### src/rtl/aes_state_pkg.sv
// aes_state_pkg: op codes, FSM states and GF(2^8) helpers; AES_INV_CIPHER_EN adds the inverse-cipher multipliers
package aes_state_pkg;
   localparam logic [2:0] OP_READ       = 3'b000;
   localparam logic [2:0] OP_WRITE      = 3'b001;
   localparam logic [2:0] OP_WRITE_SBOX = 3'b010;
   localparam logic [2:0] OP_SHIFT      = 3'b011;
   localparam logic [2:0] OP_MIX        = 3'b100;
   localparam logic [2:0] OP_ADDKEY     = 3'b101;
   localparam logic [2:0] OP_INV_SHIFT  = 3'b110;
   localparam logic [2:0] OP_INV_MIX    = 3'b111;

   typedef enum logic {S_IDLE, S_MIX} state_e;

   function automatic logic [7:0] xtime(input logic [7:0] x);
      return {x[6:0], 1'b0} ^ (x[7] ? 8'h1b : 8'h00);
   endfunction

   function automatic logic [7:0] gmul2(input logic [7:0] x);
      return xtime(x);
   endfunction

   function automatic logic [7:0] gmul3(input logic [7:0] x);
      return xtime(x) ^ x;
   endfunction

   function automatic logic [7:0] gmul(input logic [7:0] x, input logic [7:0] b);
      logic [7:0] p, t;
      p = 8'h00;
      t = x;
      for (int i = 0; i < 8; i++) begin
         p = b[i] ? p ^ t : p;
         t = xtime(t);
      end
      return p;
   endfunction

`ifdef AES_INV_CIPHER_EN
   function automatic logic [7:0] gmul9(input logic [7:0] x);
      return xtime(xtime(xtime(x))) ^ x;
   endfunction

   function automatic logic [7:0] gmul11(input logic [7:0] x);
      return xtime(xtime(xtime(x))) ^ xtime(x) ^ x;
   endfunction

   function automatic logic [7:0] gmul13(input logic [7:0] x);
      return xtime(xtime(xtime(x))) ^ xtime(xtime(x)) ^ x;
   endfunction

   function automatic logic [7:0] gmul14(input logic [7:0] x);
      return xtime(xtime(xtime(x))) ^ xtime(xtime(x)) ^ xtime(x);
   endfunction
`endif

   // byte r*4+c of the result comes from column c+r (forward) or c-r (inverse) of the same row
   function automatic logic [127:0] shift_rows(input logic [127:0] s, input logic inv);
      int src;
      shift_rows = '0;
      for (int r = 0; r < 4; r++)
         for (int c = 0; c < 4; c++) begin
            src = inv ? (c - r + 4) % 4 : (c + r) % 4;
            shift_rows[8*(4*r+c) +: 8] = s[8*(4*r+src) +: 8];
         end
   endfunction
endpackage

### src/rtl/aes_state_engine_if.sv
// aes_state_engine_if: command/data bus between the round controller and the state engine
interface aes_state_engine_if #(parameter int BUS_BYTES = 1);
   logic                   cs;
   logic                   start;
   logic [2:0]             op;
   logic [3:0]             addr;
   logic [8*BUS_BYTES-1:0] wdata;
   logic [127:0]           key;
   logic [8*BUS_BYTES-1:0] rdata;
   logic                   rvalid;
   logic                   busy;
   logic                   done;

   modport master (output cs, start, op, addr, wdata, key, input rdata, rvalid, busy, done);
   modport slave  (input cs, start, op, addr, wdata, key, output rdata, rvalid, busy, done);
endinterface

### src/rtl/aes_mix_column.sv
// aes_mix_column: one-column MixColumns (inv selects InvMixColumns when AES_INV_CIPHER_EN is defined)
module aes_mix_column
   import aes_state_pkg::*;
(
   input  logic [31:0] col_i,
   input  logic        inv,
   output logic [31:0] col_o
);
   logic [7:0] b0, b1, b2, b3;

   // byte r of the column sits at bits 8r+7:8r; output row r rotates the coefficient row
   always_comb begin
      col_o = '0;
      for (int r = 0; r < 4; r++) begin
         b0 = col_i[8*r +: 8];
         b1 = col_i[8*((r+1)%4) +: 8];
         b2 = col_i[8*((r+2)%4) +: 8];
         b3 = col_i[8*((r+3)%4) +: 8];
`ifdef AES_INV_CIPHER_EN
         col_o[8*r +: 8] = inv ? gmul14(b0) ^ gmul11(b1) ^ gmul13(b2) ^ gmul9(b3)
                               : gmul2(b0) ^ gmul3(b1) ^ b2 ^ b3;
`else
         col_o[8*r +: 8] = inv ? b0 : gmul2(b0) ^ gmul3(b1) ^ b2 ^ b3;
`endif
      end
   end
endmodule

### src/rtl/aes_sbox.sv
// aes_sbox: forward AES S-box as GF(2^8) inverse followed by the affine transform
module aes_sbox
   import aes_state_pkg::*;
(
   input  logic [7:0] a,
   output logic [7:0] y
);
   logic [7:0] sq, iv;

   // inverse as x^254 = product of x^(2^i), i=1..7; zero maps to zero naturally
   always_comb begin
      sq = a;
      iv = 8'h01;
      for (int i = 1; i < 8; i++) begin
         sq = gmul(sq, sq);
         iv = gmul(iv, sq);
      end
      y = iv ^ {iv[6:0], iv[7]} ^ {iv[5:0], iv[7:6]} ^ {iv[4:0], iv[7:5]} ^ {iv[3:0], iv[7:4]} ^ 8'h63;
   end
endmodule

### src/rtl/aes_state_engine.sv
// aes_state_engine: AES 4x4 state array with START/BUSY/DONE commands; AES_INV_CIPHER_EN enables OP 110/111
module aes_state_engine
   import aes_state_pkg::*;
#(
   parameter int BUS_BYTES    = 1,
   parameter int MIX_COLS_PER = 1
) (
   input logic                clk,
   input logic                rst_n,
   aes_state_engine_if.slave  bus
);
   localparam int NG = 4 / MIX_COLS_PER;
   localparam int BW = 8 * BUS_BYTES;

   state_e                  state_q, state_d;
   logic [127:0]            st_q, st_d;
   logic [1:0]              cnt_q, cnt_d;
   logic                    inv_q, inv_d;
   logic                    busy_q, busy_d;
   logic                    done_q, done_d;
   logic                    rvalid_q, rvalid_d;
   logic [BW-1:0]           rdata_q, rdata_d;
   logic [BW-1:0]           sb;
   logic [3:0]              base;
   logic                    accept, mix_op, last;
   logic [32*MIX_COLS_PER-1:0] mix_in, mix_out;

   assign base   = bus.addr & ~4'(BUS_BYTES - 1);
   assign accept = state_q == S_IDLE && bus.cs && bus.start;
   assign last   = cnt_q == 2'(NG - 1);
`ifdef AES_INV_CIPHER_EN
   assign mix_op = bus.op == OP_MIX || bus.op == OP_INV_MIX;
`else
   assign mix_op = bus.op == OP_MIX;
`endif

   assign bus.rdata  = rdata_q;
   assign bus.rvalid = rvalid_q;
   assign bus.busy   = busy_q;
   assign bus.done   = done_q;

   for (genvar i = 0; i < BUS_BYTES; i++) begin : g_lane
      aes_sbox u_sbox (.a(bus.wdata[8*i +: 8]), .y(sb[8*i +: 8]));
   end

   for (genvar j = 0; j < MIX_COLS_PER; j++) begin : g_mix
      logic [1:0] mcol;
      assign mcol = 2'(int'(cnt_q) * MIX_COLS_PER + j);
      assign mix_in[32*j +: 32] = {st_q[8*(12 + int'(mcol)) +: 8], st_q[8*(8 + int'(mcol)) +: 8],
                                   st_q[8*(4 + int'(mcol)) +: 8], st_q[8*int'(mcol) +: 8]};
      aes_mix_column u_mix (.col_i(mix_in[32*j +: 32]), .inv(inv_q), .col_o(mix_out[32*j +: 32]));
   end

   // next state: column-group writeback while mixing, otherwise decode an accepted command
   always_comb begin
      state_d  = state_q;
      st_d     = st_q;
      cnt_d    = cnt_q;
      inv_d    = inv_q;
      busy_d   = busy_q;
      rdata_d  = '0;
      rvalid_d = 1'b0;
      done_d   = 1'b0;
      if (state_q == S_MIX) begin
         for (int j = 0; j < MIX_COLS_PER; j++)
            for (int r = 0; r < 4; r++)
               st_d[8*(4*r + int'(cnt_q)*MIX_COLS_PER + j) +: 8] = mix_out[32*j + 8*r +: 8];
         cnt_d   = last ? 2'd0 : cnt_q + 2'd1;
         state_d = last ? S_IDLE : S_MIX;
         busy_d  = !last;
         done_d  = last;
      end else if (accept) begin
         done_d = !mix_op;
         case (bus.op)
            OP_READ: begin
               for (int i = 0; i < BUS_BYTES; i++) rdata_d[8*i +: 8] = st_q[8*(int'(base) + i) +: 8];
               rvalid_d = 1'b1;
            end
            OP_WRITE:
               for (int i = 0; i < BUS_BYTES; i++) st_d[8*(int'(base) + i) +: 8] = bus.wdata[8*i +: 8];
            OP_WRITE_SBOX:
               for (int i = 0; i < BUS_BYTES; i++) st_d[8*(int'(base) + i) +: 8] = sb[8*i +: 8];
            OP_SHIFT:  st_d = shift_rows(st_q, 1'b0);
            OP_ADDKEY: st_d = st_q ^ bus.key;
`ifdef AES_INV_CIPHER_EN
            OP_INV_SHIFT: st_d = shift_rows(st_q, 1'b1);
            OP_MIX, OP_INV_MIX: begin
`else
            OP_MIX: begin
`endif
               state_d = S_MIX;
               busy_d  = 1'b1;
               cnt_d   = 2'd0;
               inv_d   = bus.op == OP_INV_MIX;
            end
            default: ;
         endcase
      end
   end

   // state and registered outputs; reset clears everything including a partial mix
   always_ff @(posedge clk or negedge rst_n) begin
      if (!rst_n) begin
         state_q  <= S_IDLE;
         st_q     <= '0;
         cnt_q    <= 2'd0;
         inv_q    <= 1'b0;
         busy_q   <= 1'b0;
         done_q   <= 1'b0;
         rvalid_q <= 1'b0;
         rdata_q  <= '0;
      end else begin
         state_q  <= state_d;
         st_q     <= st_d;
         cnt_q    <= cnt_d;
         inv_q    <= inv_d;
         busy_q   <= busy_d;
         done_q   <= done_d;
         rvalid_q <= rvalid_d;
         rdata_q  <= rdata_d;
      end
   end
endmodule
### src/flat_wrapper.sv
// flat-port wrapper written by rule: the top's interface ports become plain ports
module aes_state_engine_flat import aes_state_pkg::*;
#(
   parameter int BUS_BYTES    = 1,
   parameter int MIX_COLS_PER = 1
)
  (clk, rst_n, bus_cs, bus_start, bus_op, bus_addr, bus_wdata, bus_key, bus_rdata, bus_rvalid, bus_busy, bus_done);
  aes_state_engine_if #(.BUS_BYTES(BUS_BYTES)) bus_i ();
  input logic clk;
  input logic rst_n;
  input wire logic [$bits(bus_i.cs)-1:0] bus_cs;
  input wire logic [$bits(bus_i.start)-1:0] bus_start;
  input wire logic [$bits(bus_i.op)-1:0] bus_op;
  input wire logic [$bits(bus_i.addr)-1:0] bus_addr;
  input wire logic [$bits(bus_i.wdata)-1:0] bus_wdata;
  input wire logic [$bits(bus_i.key)-1:0] bus_key;
  output wire logic [$bits(bus_i.rdata)-1:0] bus_rdata;
  output wire logic [$bits(bus_i.rvalid)-1:0] bus_rvalid;
  output wire logic [$bits(bus_i.busy)-1:0] bus_busy;
  output wire logic [$bits(bus_i.done)-1:0] bus_done;
  assign bus_i.cs = bus_cs;
  assign bus_i.start = bus_start;
  assign bus_i.op = bus_op;
  assign bus_i.addr = bus_addr;
  assign bus_i.wdata = bus_wdata;
  assign bus_i.key = bus_key;
  assign bus_rdata = bus_i.rdata;
  assign bus_rvalid = bus_i.rvalid;
  assign bus_busy = bus_i.busy;
  assign bus_done = bus_i.done;
  aes_state_engine #(.BUS_BYTES(BUS_BYTES), .MIX_COLS_PER(MIX_COLS_PER)) u_core (.clk(clk), .rst_n(rst_n), .bus(bus_i));
endmodule
### config.mk
export PLATFORM = sky130hd
export DESIGN_NAME = aes_state_engine_flat
export DESIGN_NICKNAME = d
export VERILOG_FILES = /design/src/rtl/aes_state_pkg.sv /design/src/rtl/aes_state_engine_if.sv /design/src/rtl/aes_mix_column.sv /design/src/rtl/aes_sbox.sv /design/src/rtl/aes_state_engine.sv /design/src/flat_wrapper.sv
export SDC_FILE = /design/constraint.sdc
export NUM_CORES = 2
export LEC_CHECK = 0
export CORE_UTILIZATION = 64
export CTS_CLUSTER_DIAMETER = 50
export DETAILED_ROUTE_END_ITERATION = 8
export HOLD_SLACK_MARGIN = 0.15
export PLACE_DENSITY_LB_ADDON = 0.3
export SLEW_MARGIN = 30
export SYNTH_ARGS = -nofsm -noshare
export SYNTH_HDL_FRONTEND = slang
export SYNTH_SLANG_ARGS = --single-unit
### constraint.sdc
create_clock -name clk -period 5.28 [get_ports clk]
set_clock_uncertainty 0.15 [all_clocks]
set_input_delay 0.792 -clock clk [delete_from_list [all_inputs] [get_ports clk]]
set_output_delay 0.792 -clock clk [all_outputs]
set_load 0.03 [all_outputs]
==> results.tsv, run 1 <==
stage	metric	value	unit
yosys	register area share after synthesis	11.36	%
place	I/O Buffers	157	
floorplan	cell row count	80	
yosys	Synth top area share	13.07	%
yosys	Post-synth EDFFs	0	
yosys	synthesized area	31490	um2
cts	TritonCTS Buffers	17	
floorplan	chip height	223.8	um
grt	largest net degree at the start of global routing	70	
grt	gr ovfl total	1670	
cts	Max clock buf depth	2	
floorplan	Die X	223.8	um
yosys	unique cell type count in the Yosys netlist	106	
place	Detail Placement HPWL	103.1	mm
yosys	Syn Inst Count	4092	
place	routability cong.	1.141	
floorplan	I/O pin cnt	158	
run_status	Error	[ERROR GRT-0232] Routing congestion too high. Check the congestion heatmap in the GUI.	
yosys	share of flip-flops with an asynchronous set or reset	100.0	%
run_status	Failed at	global routing	
yosys	syn avg cell area	7.695	um2
yosys	Synth area leaders	xnor2_1, dfrtp_1, xnor3_1	
yosys	leading area contributor after synthesis	xnor2_1	
yosys	Syn. warnings	0	
yosys	ys flop type	dfrtp_1	
timing	post-GRT worst EP	u_core.st_q[10]$_DFFE_PN0P_/D	
place	DP Worst Slack	-10.38	ns
cts	Clock Tree Root	clkbuf_16	
timing	Worst EP Category	register input	
grt	Tot GR Track Use	96.04	%
cts	H-tree depth reported by CTS	4	
cts	Clock Sinks	143	
run_status	status	did not finish	
yosys	syn_nets	4258	
yosys	Yosys reg bits	143	
floorplan	initial core utilization	65.40	%
[metrics by stage]
step	area, um2	hold slack (ns)	TNS (ns)	utilization, %	instances
3_5_place_dp	39560	0.4067	-1311.28	82.17	5403
3_3_place_gp	39560	0.3993	-1239.52	82.17	5403
4_1_cts	42490	0.4233	-1120.98	88.25	5551
2_1_floorplan	32200	0.3464	-1151.23	-	4092
[metal layers]
| metal | overflow | GRT usage [%] |
|---|---|---|
| met1 | 86 | 93.11 |
| met4 | 469 | 103.0 |
| met5 | 21 | 65.88 |
| met3 | 87 | 84.63 |
| met2 | 1007 | 108.2 |
[cell usage after synthesis, drive strengths merged (48+ instances only)]
library cell	n
a21oi	313
a221oi	79
a22oi	52
buf	103
clkbuf	192
dfrtp	143
inv	80
mux2i	84
mux4	72
nand2	439
nand3	89
nor2	492
nor3	81
o211ai	48
o21ai	345
o22ai	67
xnor2	518
xnor3	109
xor2	191
[cells by family after synthesis]
logic type               share of synthesized area, %
XOR/XNOR                                        30.56
multiplexers                                    8.715
buffers and inverters                           5.078
AO/OA/AOI/OAI                                   25.53
AND/OR/NAND/NOR                                 18.00
adder cells (fa/ha/maj)                        0.7550
flip-flops                                      11.36
[repair_timing]
item	CTS
hold endpoints to repair	11
resized for setup	307
pin swaps	216
setup buffers	113
cloned	3
endpoints found under the setup margin	128
hold buffers	1
==> run 2: changes to the inputs <==
--- a/config.mk
+++ b/config.mk
@@ -5,11 +5,9 @@
 export SDC_FILE = /design/constraint.sdc
 export NUM_CORES = 2
 export LEC_CHECK = 0
-export CORE_UTILIZATION = 64
-export CTS_CLUSTER_DIAMETER = 50
+export CORE_UTILIZATION = 40
 export DETAILED_ROUTE_END_ITERATION = 8
-export HOLD_SLACK_MARGIN = 0.15
-export PLACE_DENSITY_LB_ADDON = 0.3
+export PLACE_DENSITY_LB_ADDON = 0.15
 export SLEW_MARGIN = 30
 export SYNTH_ARGS = -nofsm -noshare
 export SYNTH_HDL_FRONTEND = slang
==> run 2 against run 1 <==
The flow now finishes, with violations (design-rule violations, negative setup slack); synthesized cell count unchanged; synthesized area unchanged.
==> results.tsv, run 2 <==
stage	metric	value	unit	change
run_status	status	finished, violations left		
run_status	failing checks	design-rule violations, negative setup slack		
cells_and_area	max FFs per register	128		
cells_and_area	fin area	44230	um2	
yosys	ys flop type	dfrtp_1		
detailed_routing	drt pass-1 iters	9		
floorplan	Die X	282.6	um	+26%
critical_path	cell mode on critical path	buf_4		
grt	first-pass GRT wire length	217.7	mm	
floorplan	chip height	282.6	um	+26%
yosys	register area share after synthesis	11.36	%	unchanged
cells_and_area	layout cells sized above 1	32.07	%	
floorplan	cell row count	102		+28%
cts	Clock Pin Slew Worst Setup and Hold Paths	0.07	ns	
cells_and_area	Top reg by flops	u_core.st_q		
critical_path	Arr. time, crit path	14.56	ns	
grt	vias in the first global route	34640		
timing	RSZ-0062 raised after global routing	true		
timing	post-layout minimum cycle time	14.31	ns	
cells_and_area	most frequent cells in the layout	buf_4, nor2_1, nand2_1		
yosys	Synth top area share	13.07	%	unchanged
timing	setup ws final	-9.030	ns	
cells_and_area	Nets	5099		
yosys	most frequent cell after synthesis	nor2_1		
run	max cap viols	0		
hold_path	hold crit path type	in -> async		
critical_path	crit path launch type	primary input		
cts	H-tree depth reported by CTS	4		unchanged
place	Detail Placement HPWL	109.5	mm	+6.3%
floorplan	I/O pin cnt	158		unchanged
yosys	Synth area leaders	xnor2_1, dfrtp_1, xnor3_1		
yosys	synthesized area	31490	um2	unchanged
cts	Clock Tree Root	clkbuf_16		
critical_path	Max FO, Critical Path	7		
timing	fmax	69.88	MHz	
grt	gr ovfl total	0		
cts	Max clock buf depth	2		unchanged
cts	Hold Buf Count CTS	0		-1
grt	largest net degree at the start of global routing	113		
detailed_routing	vias after detailed routing	36660		
timing	Worst Max-Slew Pin Slew	1.019	ns	
cells_and_area	commonest non-fill, non-tap cell in the layout	buf_4		
detailed_routing	routed length per instance	24.66	um	
cts	Clock Sinks	143		unchanged
yosys	syn_nets	4258		unchanged
yosys	Yosys reg bits	143		unchanged
critical_path	slowest cell delay on critical path	0.43	ns	
timing	Final Hold Viols	0		
detailed_routing	detailed-route DRC error count	3		
place	I/O Buffers	157		unchanged
timing	smallest hold slack	0.1426	ns	
cells_and_area	Final Non-Filler Cells	5996		
cts	TritonCTS Buffers	17		unchanged
cts	Clock Latency Late Sink	0.48	ns	
detailed_routing	DR vias/cell	6.114		
cells_and_area	Area Growth Syn to Fin	40.46	%	
detailed_routing	antenna-violating nets left	0		
yosys	Syn. warnings	0		unchanged
grt	Tot GR Track Use	36.10	%	
critical_path	CP max stage cell	xnor3_2		
timing	slew margin rel.	32.06	%	
yosys	most frequent cells after synthesis	nor2_1, xnor2_1, nand2_1, a21oi_1, o21ai_0		
yosys	Post-synth EDFFs	0		unchanged
floorplan	core area	77720	um2	
yosys	Syn Inst Count	4092		unchanged
yosys	syn avg cell area	7.695	um2	unchanged
timing	Tcrit/Tclk final	271.0	%	
timing	fin. max-slew vios	0		
yosys	leading area contributor after synthesis	xnor2_1		
yosys	unique cell type count in the Yosys netlist	106		unchanged
timing	final setup vio count	128		
detailed_routing	WL final	147.9	mm	
place	placed inst area	40310	um2	+1.9%
place	routability cong.	1.057		-7.3%
floorplan	initial core utilization	40.51	%	-25 points
critical_path	kind of critical path	in -> reg		
timing	setup TNS	-1139.65	ns	
yosys	share of flip-flops with an asynchronous set or reset	100.0	%	unchanged
grt	initial antenna violation count	11		
floorplan	DIE AREA	79840	um2	
critical_path	CP Capture Type	register		
critical_path	CP required	5.53	ns	
place	placed cell count	5810		+7.5%
detailed_routing	Iter 0 DRT Violations	4610		
cts	CTS tree	yes		
## run 2: critical path, delay by kind of cell
| kind | cells | cell delay [ns] |
|---|---|---|
| xor+xnor | 17 | 3.92 |
| mux | 5 | 1.20 |
| simple gates | 13 | 3.00 |
| compound gates | 13 | 2.73 |
| buf+inv | 13 | 1.75 |
| fa+ha+maj | 4 | 1.12 |
## run 2: per-stage QoR
step / worst slack [ns] / util (%)
floorplan: -9.186 / -
global placement: -9.978 / 51.86
detailed placement: -10.15 / 51.86
CTS: -8.811 / 55.20
global route: -9.491 / 56.89
finish: -9.030 / 56.90
## run 2: metal layers
layer	vias up	GRT usage (%)	share of wire (%)
met5	-	0	0.016
met4	4	20.36	6.5
met3	532	7.392	10
met2	2255	56.03	44
met1	17360	46.58	39
li1	16510	-	-
## run 2: cells by family (layout without fill, tap and decap cells)
group           count (synthesis)  count (layout)  synth area share, %
xor+xnor                      834             834                30.56
compound gates               1239            1239                25.53
buf+inv                       378            1231                5.078
mux                           181             181                8.715
simple gates                 1298            1298                18.00
flops                         143             143                11.36
other cells                     0              11                    0
fa+ha+maj                      19              19               0.7550
## run 2: worst paths after layout
check / start / endpoint / slack [ns] / cells after the start
worst min-delay path: rst_n / u_core.st_q[67] / 0.14 / 1
max in group asynchronous: rst_n / u_core.st_q[45] / 3.64 / 2
worst max-delay path: bus_wdata[7] / u_core.st_q[68] / -9.03 / 65
worst max register to register: u_core.cnt_q[0] / u_core.st_q[58] / 0.53 / 11
worst min register to register: u_core.st_q[8] / u_core.st_q[8] / 0.42 / 2
min in group clk: u_core.st_q[8] / u_core.st_q[8] / 0.42 / 2
## run 2: timing repair
action | CTS | global route
pin swaps | 142 | 107
buffers inserted | 85 | 55
endpoints found under the setup margin | 128 | 128
gates cloned | 3 | 2
resized for setup | 285 | 164
## run 2: final cells by class
type                       count  area [um2]
inverter                      83       319.1
sequential                   143        3585
tap                         1040        1301
clock buffer                  19       442.9
multi-input combinational   3571       28770
fill                        7144       33500
clock inverter                12       160.2
timing repair buffer        1117        9618
antenna                       11       27.53
Power of run 2 is left out: the tool's default activity adds up to more than one toggle a clock period on the data nets, which glitch-free logic cannot reach.
